**config.mk**
```make
export PLATFORM = sky130hd
export DESIGN_NAME = codec_intf
export DESIGN_NICKNAME = d
export VERILOG_FILES = /design/src/rtl/codec_intf.sv
export SDC_FILE = /design/constraint.sdc
export NUM_CORES = 1
export LEC_CHECK = 0
export ABC_AREA = 1
export CELL_PAD_IN_SITES_DETAIL_PLACEMENT = 1
export CELL_PAD_IN_SITES_GLOBAL_PLACEMENT = 1
export CORE_AREA = 2 2 107 109
export CTS_CLUSTER_DIAMETER = 60
export DETAILED_ROUTE_END_ITERATION = 12
export DIE_AREA = 0 0 109 111
export PLACE_DENSITY = 0.88
export SLEW_MARGIN = 15
export SYNTH_ARGS = -nofsm -noshare
export SYNTH_HDL_FRONTEND = slang
export SYNTH_SLANG_ARGS = --single-unit
```
**constraint.sdc**
```tcl
create_clock -name clk -period 2.6 [get_ports clk]
set_input_delay 0.39 -clock clk [delete_from_list [all_inputs] [get_ports clk]]
set_output_delay 0.39 -clock clk [all_outputs]
set_load 0.02 [all_outputs]
```
**src/rtl/codec_intf.sv**
```systemverilog
// codec_intf: clock generation, reset release and I2S serial data paths
// between the equalizer datapath and a CS4272 audio CODEC.
// A free-running 10-bit counter sets the timing of the whole block. All CODEC
// clocks are taken straight from counter flops, so they cannot glitch.
module codec_intf #(
  parameter int DATA_W = 16
) (
  input  logic              clk,
  input  logic              rst_n,
  input  logic [DATA_W-1:0] lft_out,
  input  logic [DATA_W-1:0] rht_out,
  output logic [DATA_W-1:0] lft_in,
  output logic [DATA_W-1:0] rht_in,
  output logic              valid,
  output logic              MCLK,
  output logic              SCLK,
  output logic              LRCLK,
  input  logic              SDout,
  output logic              SDin,
  output logic              RSTn
);

  // Last slot that carries sample data. Data occupies slots 1..DATA_W.
  localparam logic [4:0] LAST_SLOT = 5'(DATA_W);
  localparam logic [9:0] CNT_LAST  = 10'h3FF;
  localparam logic [3:0] RISE_PH   = 4'd7;
  localparam logic [3:0] FALL_PH   = 4'd15;

  // Before the first counter wrap the CODEC is held in reset and data is
  // ignored. After the wrap, frames are live until the next rst_n.
  typedef enum logic [0:0] {
    ST_WAIT = 1'b0,
    ST_LIVE = 1'b1
  } state_t;

  state_t            state_r;
  state_t            state_s;

  logic [9:0]        cnt_r;
  logic [9:0]        cnt_nxt_s;
  logic [4:0]        slot_s;
  logic [4:0]        nxt_slot_s;
  logic              nxt_lr_s;
  logic              rise_s;
  logic              fall_s;
  logic              wrap_s;
  logic              live_s;
  logic              boundary_s;
  logic              rx_en_s;
  logic              tx_bit_s;

  logic [DATA_W-1:0] lft_sh_r;
  logic [DATA_W-1:0] rht_sh_r;
  logic [DATA_W-1:0] lft_hold_r;
  logic [DATA_W-1:0] rht_hold_r;
  logic [DATA_W-1:0] lft_in_r;
  logic [DATA_W-1:0] rht_in_r;
  logic              valid_r;
  logic              sdin_r;
  logic              rstn_r;

  // Returns the bit for slot 'slot' of a held sample: MSB in slot 1, LSB in
  // slot DATA_W, and zero in slot 0 and in every slot after the LSB.
  function automatic logic tx_bit(input logic [DATA_W-1:0] hold,
                                  input logic [4:0]        slot);
    logic [DATA_W-1:0] aligned;
    logic              bit_v;
    aligned = hold << (slot - 5'd1);
    if ((slot >= 5'd1) && (slot <= LAST_SLOT)) begin
      bit_v = aligned[DATA_W-1];
    end else begin
      bit_v = 1'b0;
    end
    return bit_v;
  endfunction

  // Decode the timing signals from the counter.
  always_comb begin
    cnt_nxt_s  = cnt_r + 10'd1;
    slot_s     = cnt_r[8:4];
    nxt_slot_s = cnt_nxt_s[8:4];
    nxt_lr_s   = cnt_nxt_s[9];
    rise_s     = (cnt_r[3:0] == RISE_PH);
    fall_s     = (cnt_r[3:0] == FALL_PH);
    wrap_s     = (cnt_r == CNT_LAST);
    live_s     = (state_r == ST_LIVE);
    boundary_s = wrap_s && live_s;
    rx_en_s    = live_s && rise_s && (slot_s >= 5'd1) && (slot_s <= LAST_SLOT);
  end

  // Pick the DAC bit for the slot that begins after this SCLK fall. The
  // channel is the one selected by the next LRCLK value.
  always_comb begin
    tx_bit_s = 1'b0;
    if (live_s) begin
      if (nxt_lr_s) begin
        tx_bit_s = tx_bit(rht_hold_r, nxt_slot_s);
      end else begin
        tx_bit_s = tx_bit(lft_hold_r, nxt_slot_s);
      end
    end else begin
      tx_bit_s = 1'b0;
    end
  end

  // Compute the next live state. The first counter wrap releases the CODEC.
  always_comb begin
    state_s = state_r;
    case (state_r)
      ST_WAIT: begin
        if (wrap_s) begin
          state_s = ST_LIVE;
        end else begin
          state_s = ST_WAIT;
        end
      end
      ST_LIVE: state_s = ST_LIVE;
      default: state_s = ST_WAIT;
    endcase
  end

  // Live-state register.
  always_ff @(posedge clk) begin
    if (!rst_n) begin
      state_r <= ST_WAIT;
    end else begin
      state_r <= state_s;
    end
  end

  // Free-running frame counter. It wraps 0x3FF -> 0x000.
  always_ff @(posedge clk) begin
    if (!rst_n) begin
      cnt_r <= 10'd0;
    end else begin
      cnt_r <= cnt_nxt_s;
    end
  end

  // CODEC reset output. It goes high on the cycle after the first wrap.
  always_ff @(posedge clk) begin
    if (!rst_n) begin
      rstn_r <= 1'b0;
    end else begin
      rstn_r <= (state_s == ST_LIVE);
    end
  end

  // Shift ADC bits MSB-first into the current channel's register.
  always_ff @(posedge clk) begin
    if (!rst_n) begin
      lft_sh_r <= '0;
      rht_sh_r <= '0;
    end else if (rx_en_s) begin
      if (cnt_r[9]) begin
        rht_sh_r <= {rht_sh_r[DATA_W-2:0], SDout};
      end else begin
        lft_sh_r <= {lft_sh_r[DATA_W-2:0], SDout};
      end
    end
  end

  // At the frame boundary, publish the received samples and latch the
  // samples to transmit in the next frame.
  always_ff @(posedge clk) begin
    if (!rst_n) begin
      lft_in_r   <= '0;
      rht_in_r   <= '0;
      lft_hold_r <= '0;
      rht_hold_r <= '0;
    end else if (boundary_s) begin
      lft_in_r   <= lft_sh_r;
      rht_in_r   <= rht_sh_r;
      lft_hold_r <= lft_out;
      rht_hold_r <= rht_out;
    end
  end

  // One-cycle frame strobe. It is high on the cycle where cnt is 0.
  always_ff @(posedge clk) begin
    if (!rst_n) begin
      valid_r <= 1'b0;
    end else begin
      valid_r <= boundary_s;
    end
  end

  // DAC serial data. It changes only on SCLK falls, so it is stable around each rise.
  always_ff @(posedge clk) begin
    if (!rst_n) begin
      sdin_r <= 1'b0;
    end else if (fall_s) begin
      sdin_r <= tx_bit_s;
    end
  end

  assign MCLK   = cnt_r[1];
  assign SCLK   = cnt_r[3];
  assign LRCLK  = cnt_r[9];
  assign RSTn   = rstn_r;
  assign valid  = valid_r;
  assign SDin   = sdin_r;
  assign lft_in = lft_in_r;
  assign rht_in = rht_in_r;

endmodule

```
==> impl_metrics.tcl, run 1 <==
set metrics [dict create \
    status "completed" \
    max_slew.worst_pin.slew_ns 0.470 \
    post-route-drc-count 0 \
    crit_fanout 19 \
    hpwl_mm 7.55 \
    final_cell_mix "dfxtp_1 (109), o21ai_0 (97), nor2_1 (79), a21oi_1 (71), clkdlybuf4s50_1 (71)" \
    finalPower_mw 3.16 \
    stdcell_area_um2 5480 \
    dr.pass1.iters 4 \
    crit_path_start_kind "flop" \
    rsz0062_at_grt "false" \
    final_nets 661 \
    grt_overflow_total 0 \
    cts_buffer_depth 2 \
    slowest_delay_ns 0.40 \
    grt_max_degree 92 \
    ir_drop_mv 0.386 \
    path_cells "ha_1, nand2_1, nor2_4, nand3_1, nor2_1, inv_1, nor2_4, clkinvlp_4, o21ai_0, a21oi_1" \
    ant_nets 0 \
    grt_usage 0.192 \
    ys_warn_count 0 \
    gp_congestion 0.875 \
    fillers 1351 \
    root_buffer "clkbuf_16" \
    slew_violations 0 \
    period_share 0.875 \
    syn-num-nets 605 \
    vias 3895 \
    drive_gt1_frac 0.0684 \
    worst_path_dominant_cell_family "simple AND/OR/NAND/NOR gates" \
    routed_via_density 5.05 \
    max_cap_viol_count 0 \
    floorplan.initialDensity 0.394 \
    synth_cells 569 \
    syn_avg_cell_area_um2 7.68 \
    htreeDepth 3 \
    port_buffers 72 \
    cts_tree "yes" \
    grt_pass1_wl_mm 18.6 \
    syn_area_um2 4370 \
    powerDensity_nw_per_um2 576 \
    yosys.cell_types.count 27 \
    reg2reg_from "cnt_r[1]$_SDFF_PN0_" \
    arrival_ns 2.51 \
    r2r_cells 10 \
    dieArea_um2 12100 \
    skew_ns 0.00795 \
    holdWs_ns 0.461 \
    finalHoldViolations 0 \
    grt_pass1_vias 3896 \
    cp.depth 10 \
    areaGrowthSynthToFinish_pct 25.3 \
    finalSetupTns_ns 0 \
    finalSetupViolCount 0 \
    coreArea_um2 11100 \
    max_freq_mhz 440 \
    hold_buffers 0 \
    path_common_cell "nor2_4" \
    antenna_found_initial 0 \
    die_height_um 111 \
    clk_latency_ns 0.35 \
    worst-setup-path-type "flop to flop" \
    clk_pin_slew_ns 0.07 \
    hold_path_class "flop to flop" \
    layout_commonest_cell "dfxtp_1" \
    r2r_end "lft_hold_r[6]$_SDFFE_PN0P_" \
    end_kind "flop" \
    slew_headroom 0.687 \
    die_w_um 109 \
    drt-wirelength-per-cell_um 15.0 \
    diodes 0 \
    synth-seq-cells 109 \
    layout_setup_ws_ns 0.325 \
    numClockSinks 109 \
    slowest_stage "dfxtp_1" \
    cts_setup_buffers 0 \
    rows 39 \
    leakage_nw 2.14 \
    drtIter0Drc 115 \
    crit_buf_inv 2 \
    cp.required_ns 2.83 \
    dpl_cell_area_um2 5170 \
    io_pins 73 \
    cts_made_buffers 9 \
    crit_start "cnt_r[1]$_SDFF_PN0_" \
    place_ws_ns 0.218 \
    fin_crit_ns 2.27 \
    synth_seq_area_share 0.499 \
    finalWirelength_mm 11.6 \
    rrSetupSlack_ns 0.33 \
    crit_end "lft_hold_r[6]$_SDFFE_PN0P_" \
]
worst min-delay path by stage:
stage,from,to,slack (ns),cells past startpoint
floorplan,lft_sh_r[15]$_SDFFE_PN0P_,lft_in[15]$_SDFFE_PN0P_,0.43,2
global placement,rht_sh_r[15]$_SDFFE_PN0P_,rht_sh_r[15]$_SDFFE_PN0P_,0.44,2
detailed placement,rht_sh_r[15]$_SDFFE_PN0P_,rht_sh_r[15]$_SDFFE_PN0P_,0.45,2
CTS,lft_sh_r[15]$_SDFFE_PN0P_,lft_in[15]$_SDFFE_PN0P_,0.47,2
global route,lft_hold_r[2]$_SDFFE_PN0P_,lft_hold_r[2]$_SDFFE_PN0P_,0.49,2
finish,lft_sh_r[15]$_SDFFE_PN0P_,lft_sh_r[15]$_SDFFE_PN0P_,0.46,2
report_power, final:
part	switching (mW)	total, mW	internal, mW
Combinational	0.0472	0.108	0.0609
Sequential	0.00502	1.68	1.67
Clock	0.618	1.37	0.753
Total	0.670	3.16	2.49
timing repair:
action,4_1_cts,5_1_grt
resized for setup,0,2
endpoints found under the hold margin,0,0
endpoints found under the setup margin,0,5
cells in the mapped netlist, drive strengths merged:
cell type  count  area (µm²)
nand4          1        6.26
o21ai         98         490
nor2          85         365
nor3           2        10.0
or2            1        6.26
xor2           4        35.0
dfxtp        109        2180
inv           57         216
buf           15        92.6
nand2         72         318
nand3         34         203
ha             1        12.5
a21oi         72         364
clkbuf        18        67.6
per-stage QoR:
stage | instances | utilization
finish | 772 | 0.494
global route | 772 | 0.494
CTS | 771 | 0.493
detailed placement | 756 | 0.467
global placement | 756 | 0.467
floorplan | 569 | -
final cells by class:
cell class              count  area, µm²  share of cell area
clock buffers              11        233              0.0425
clock inverters             4       57.6              0.0105
inverters                  57        220              0.0402
multi-input cells         370       1820               0.332
flip-flops and latches    109       2180               0.399
well taps                 143        179              0.0327
repair buffers             77        778               0.142
repair inverters            1       7.51             0.00137
state kept, by name, indices dropped and copies added, names as in the netlist:
name and flops:
valid 1, SDin 1, RSTn 1, lft_in 16
rht_in 16, cnt_r 10, rht_sh_r 16, lft_hold_r 16
rht_hold_r 16, lft_sh_r 16
cells by family after synthesis:
family | Yosys count | share of synthesized area
fa+ha+maj | 1 | 0.00286
simple gates | 195 | 0.208
compound gates | 170 | 0.196
flops | 109 | 0.499
buf+inv | 90 | 0.0862
xor+xnor | 4 | 0.00802
worst reg2reg max path, delay by kind of cell (launching register included):
family / cells / cell delay [ns]
simple gates: 5 / 0.72
buf+inv: 2 / 0.46
flops: 1 / 0.40
compound gates: 2 / 0.35
fa+ha+maj: 1 / 0.22
layer usage:
metal / wire (µm) / global-route usage / vias to the layer above
met5: 0 / 0 / -
met4: 114 / 0.0538 / 0
met3: 422 / 0.0476 / 9
met2: 5860 / 0.336 / 58
met1: 5190 / 0.230 / 1874
li1: - / - / 1954
No activity file was read; power rests on OpenSTA's default activity.
==> inputs of run 2 (changes only) <==
--- a/config.mk
+++ b/config.mk
@@ -8,11 +8,12 @@
 export ABC_AREA = 1
 export CELL_PAD_IN_SITES_DETAIL_PLACEMENT = 1
 export CELL_PAD_IN_SITES_GLOBAL_PLACEMENT = 1
-export CORE_AREA = 2 2 107 109
+export CORE_AREA = 2 2 98 100
 export CTS_CLUSTER_DIAMETER = 60
 export DETAILED_ROUTE_END_ITERATION = 12
-export DIE_AREA = 0 0 109 111
-export PLACE_DENSITY = 0.88
+export DIE_AREA = 0 0 100 102
+export DONT_BUFFER_PORTS = 1
+export PLACE_DENSITY = 0.83
 export SLEW_MARGIN = 15
 export SYNTH_ARGS = -nofsm -noshare
 export SYNTH_HDL_FRONTEND = slang
==> run 2 against run 1 <==
Total power is 13% lower. Wire length down 9.9%. Worst setup slack gained 0.0051 ns. Die area is 16% lower. Critical endpoint is now lft_in[13]$_SDFFE_PN0P_. Non-clock buffer count fell by 69. Register-to-register slack is essentially flat. Critical path depth unchanged. Final cell count shrank 13%. Highest routed layer unchanged.
==> impl_metrics.tcl, run 2 (same netlist as run 1, synthesis figures left out) <==
set metrics [dict create \
    min_from "rst_n" \
    cp.required_ns 2.90 \
    ir_drop_mv 0.309 \
    cts_setup_buffers 0 \
    clk_latency_ns 0.37 \
    floorplan.initialDensity 0.480 \
    leakage_nw 1.85 \
    drtIter0Drc 97 \
    hold_buffers 0 \
    path_common_cell "nor2_4" \
    rows 35 \
    cts_made_buffers 9 \
    htreeDepth 3 \
    end_kind "flop" \
    grt_pass1_vias 3587 \
    dr.pass1.iters 4 \
    period_share 0.873 \
    gp_congestion 0.883 \
    switchingPower_mw 0.655 \
    port_buffers 0 \
    max_cap_viol_count 0 \
    grt_max_degree 100 \
    intPower_mw 2.09 \
    powerDensity_nw_per_um2 594 \
    hpwl_mm 7.13 \
    crit_start "cnt_r[0]$_SDFF_PN0_" \
    coreArea_um2 9110 \
    final_cell_mix "dfxtp_1 (109), o21ai_0 (97), nor2_1 (79), a21oi_1 (71), nand2_1 (65)" \
    crit_fanout 71 \
    finalPower_mw 2.75 \
    vias 3571 \
    reg2reg_from "cnt_r[0]$_SDFF_PN0_" \
    post-route-drc-count 0 \
    cts_tree "yes" \
    slew_headroom 0.602 \
    numClockSinks 109 \
    dieArea_um2 10200 \
    slowest_stage "buf_4" \
    areaGrowthSynthToFinish_pct 5.87 \
    crit_path_start_kind "flop" \
    power_frac_seq 0.610 \
    finalWirelength_mm 10.4 \
    cts_buffer_depth 2 \
    drt-wirelength-per-cell_um 15.5 \
    io_pins 73 \
    layout_commonest_cell "dfxtp_1" \
    rsz0062_at_grt "false" \
    finalSetupViolCount 0 \
    hold_path_class "primary input to flop" \
    grt_overflow_total 0 \
    status "completed" \
    fin_crit_ns 2.27 \
    swShare 0.238 \
    p_comb_frac 0.011 \
    routed_via_density 5.31 \
    slowest_delay_ns 0.50 \
    clock_power_share 0.379 \
    slew_violations 0 \
    die_height_um 102 \
    skew_ns 0.0182 \
    max_freq_mhz 441 \
    final_nets 591 \
    drive_gt1_frac 0.0821 \
    antenna_found_initial 1 \
    root_buffer "clkbuf_8" \
    worst-setup-path-type "flop to flop" \
    max_slew.worst_pin.slew_ns 0.597 \
    ant_nets 0 \
    grt_pass1_wl_mm 17.3 \
    cts_resized 0 \
    arrival_ns 2.57 \
    clk_pin_slew_ns 0.11 \
    die_w_um 100 \
    grt_usage 0.211 \
    finalSetupTns_ns 0 \
    finalHoldViolations 0 \
    path_cells "ha_1, nand2_1, nor2_4, nand3_1, nor2_1, inv_1, nor2_4, buf_4, o21ai_0, a21oi_1" \
]
run 2: cell count changes in the layout (fill, tap and decap cells not counted), moves of 2 or more:
| cell | before | now |
|---|---|---|
| clkdlybuf4s50_1 | 71 | 0 |
| clkbuf_8 | 0 | 10 |
| clkbuf_16 | 9 | 0 |
| buf_4 | 3 | 8 |
| clkinvlp_4 | 3 | 0 |
| buf_12 | 2 | 0 |
| clkbuf_1 | 2 | 0 |
| clkinv_8 | 0 | 2 |
| inv_6 | 1 | 3 |
run 2: power by group through the flow:
stage / Sequential [mW] / Clock, mW / Combinational (mW)
3_5_place_dp: 1.71 / 0 / 0.0319
3_3_place_gp: 1.71 / 0 / 0.0303
5_1_grt: 1.68 / 1.14 / 0.0365
6_report: 1.68 / 1.04 / 0.0314
2_1_floorplan: 1.72 / 0 / 0.0362
4_1_cts: 1.68 / 1.08 / 0.0321
run 2: area by class of cell:
class	instances	area (µm²)
well taps	111	139
inverters	57	216
repair buffers	8	60.1
clock inverters	6	70.1
diodes	1	2.50
fillers	1129	4480
flip-flops and latches	109	2180
clock buffers	10	138
multi-input cells	370	1820
run 2: path summary, 6_finish.rpt:
| path | endpoint | slack [ns] | depth (start not counted) |
|---|---|---|---|
| setup reg to reg | lft_in[13]$_SDFFE_PN0P_ | 0.33 | 10 |
| hold / removal | cnt_r[1]$_SDFF_PN0_ | 0.14 | 2 |
| setup / recovery | lft_in[13]$_SDFFE_PN0P_ | 0.33 | 10 |
| hold reg to reg | lft_in[15]$_SDFFE_PN0P_ | 0.46 | 2 |
run 2: through the flow:
stage	cell area [µm²]	std cells	worst slack, ns	utilization	hold WS, ns
global placement	4420	655	0.502	0.485	0.444
finish	4630	672	0.330	0.508	0.141
global route	4620	671	0.00673	0.508	0.123
detailed placement	4420	655	0.364	0.485	0.455
CTS	4620	671	0.304	0.508	0.107
floorplan	4370	569	0.716	-	0.430
run 2: routing by layer:
layer	up-vias	global-route usage	part of all wire	wire (µm)
met3	16	0.0458	0.039	410
li1	1816	-	-	-
met2	58	0.372	0.50	5240
met1	1681	0.258	0.44	4590
met4	0	0.0685	0.019	195
met5	-	0	0	0
run 2: critical path, delay by kind of cell (launching register included):
family / cells / cell delay (ns)
AND/OR/NAND/NOR: 5 / 0.65
buffers and inverters: 2 / 0.58
flip-flops: 1 / 0.42
AO/OA/AOI/OAI: 2 / 0.29
adder cells (fa/ha/maj): 1 / 0.23
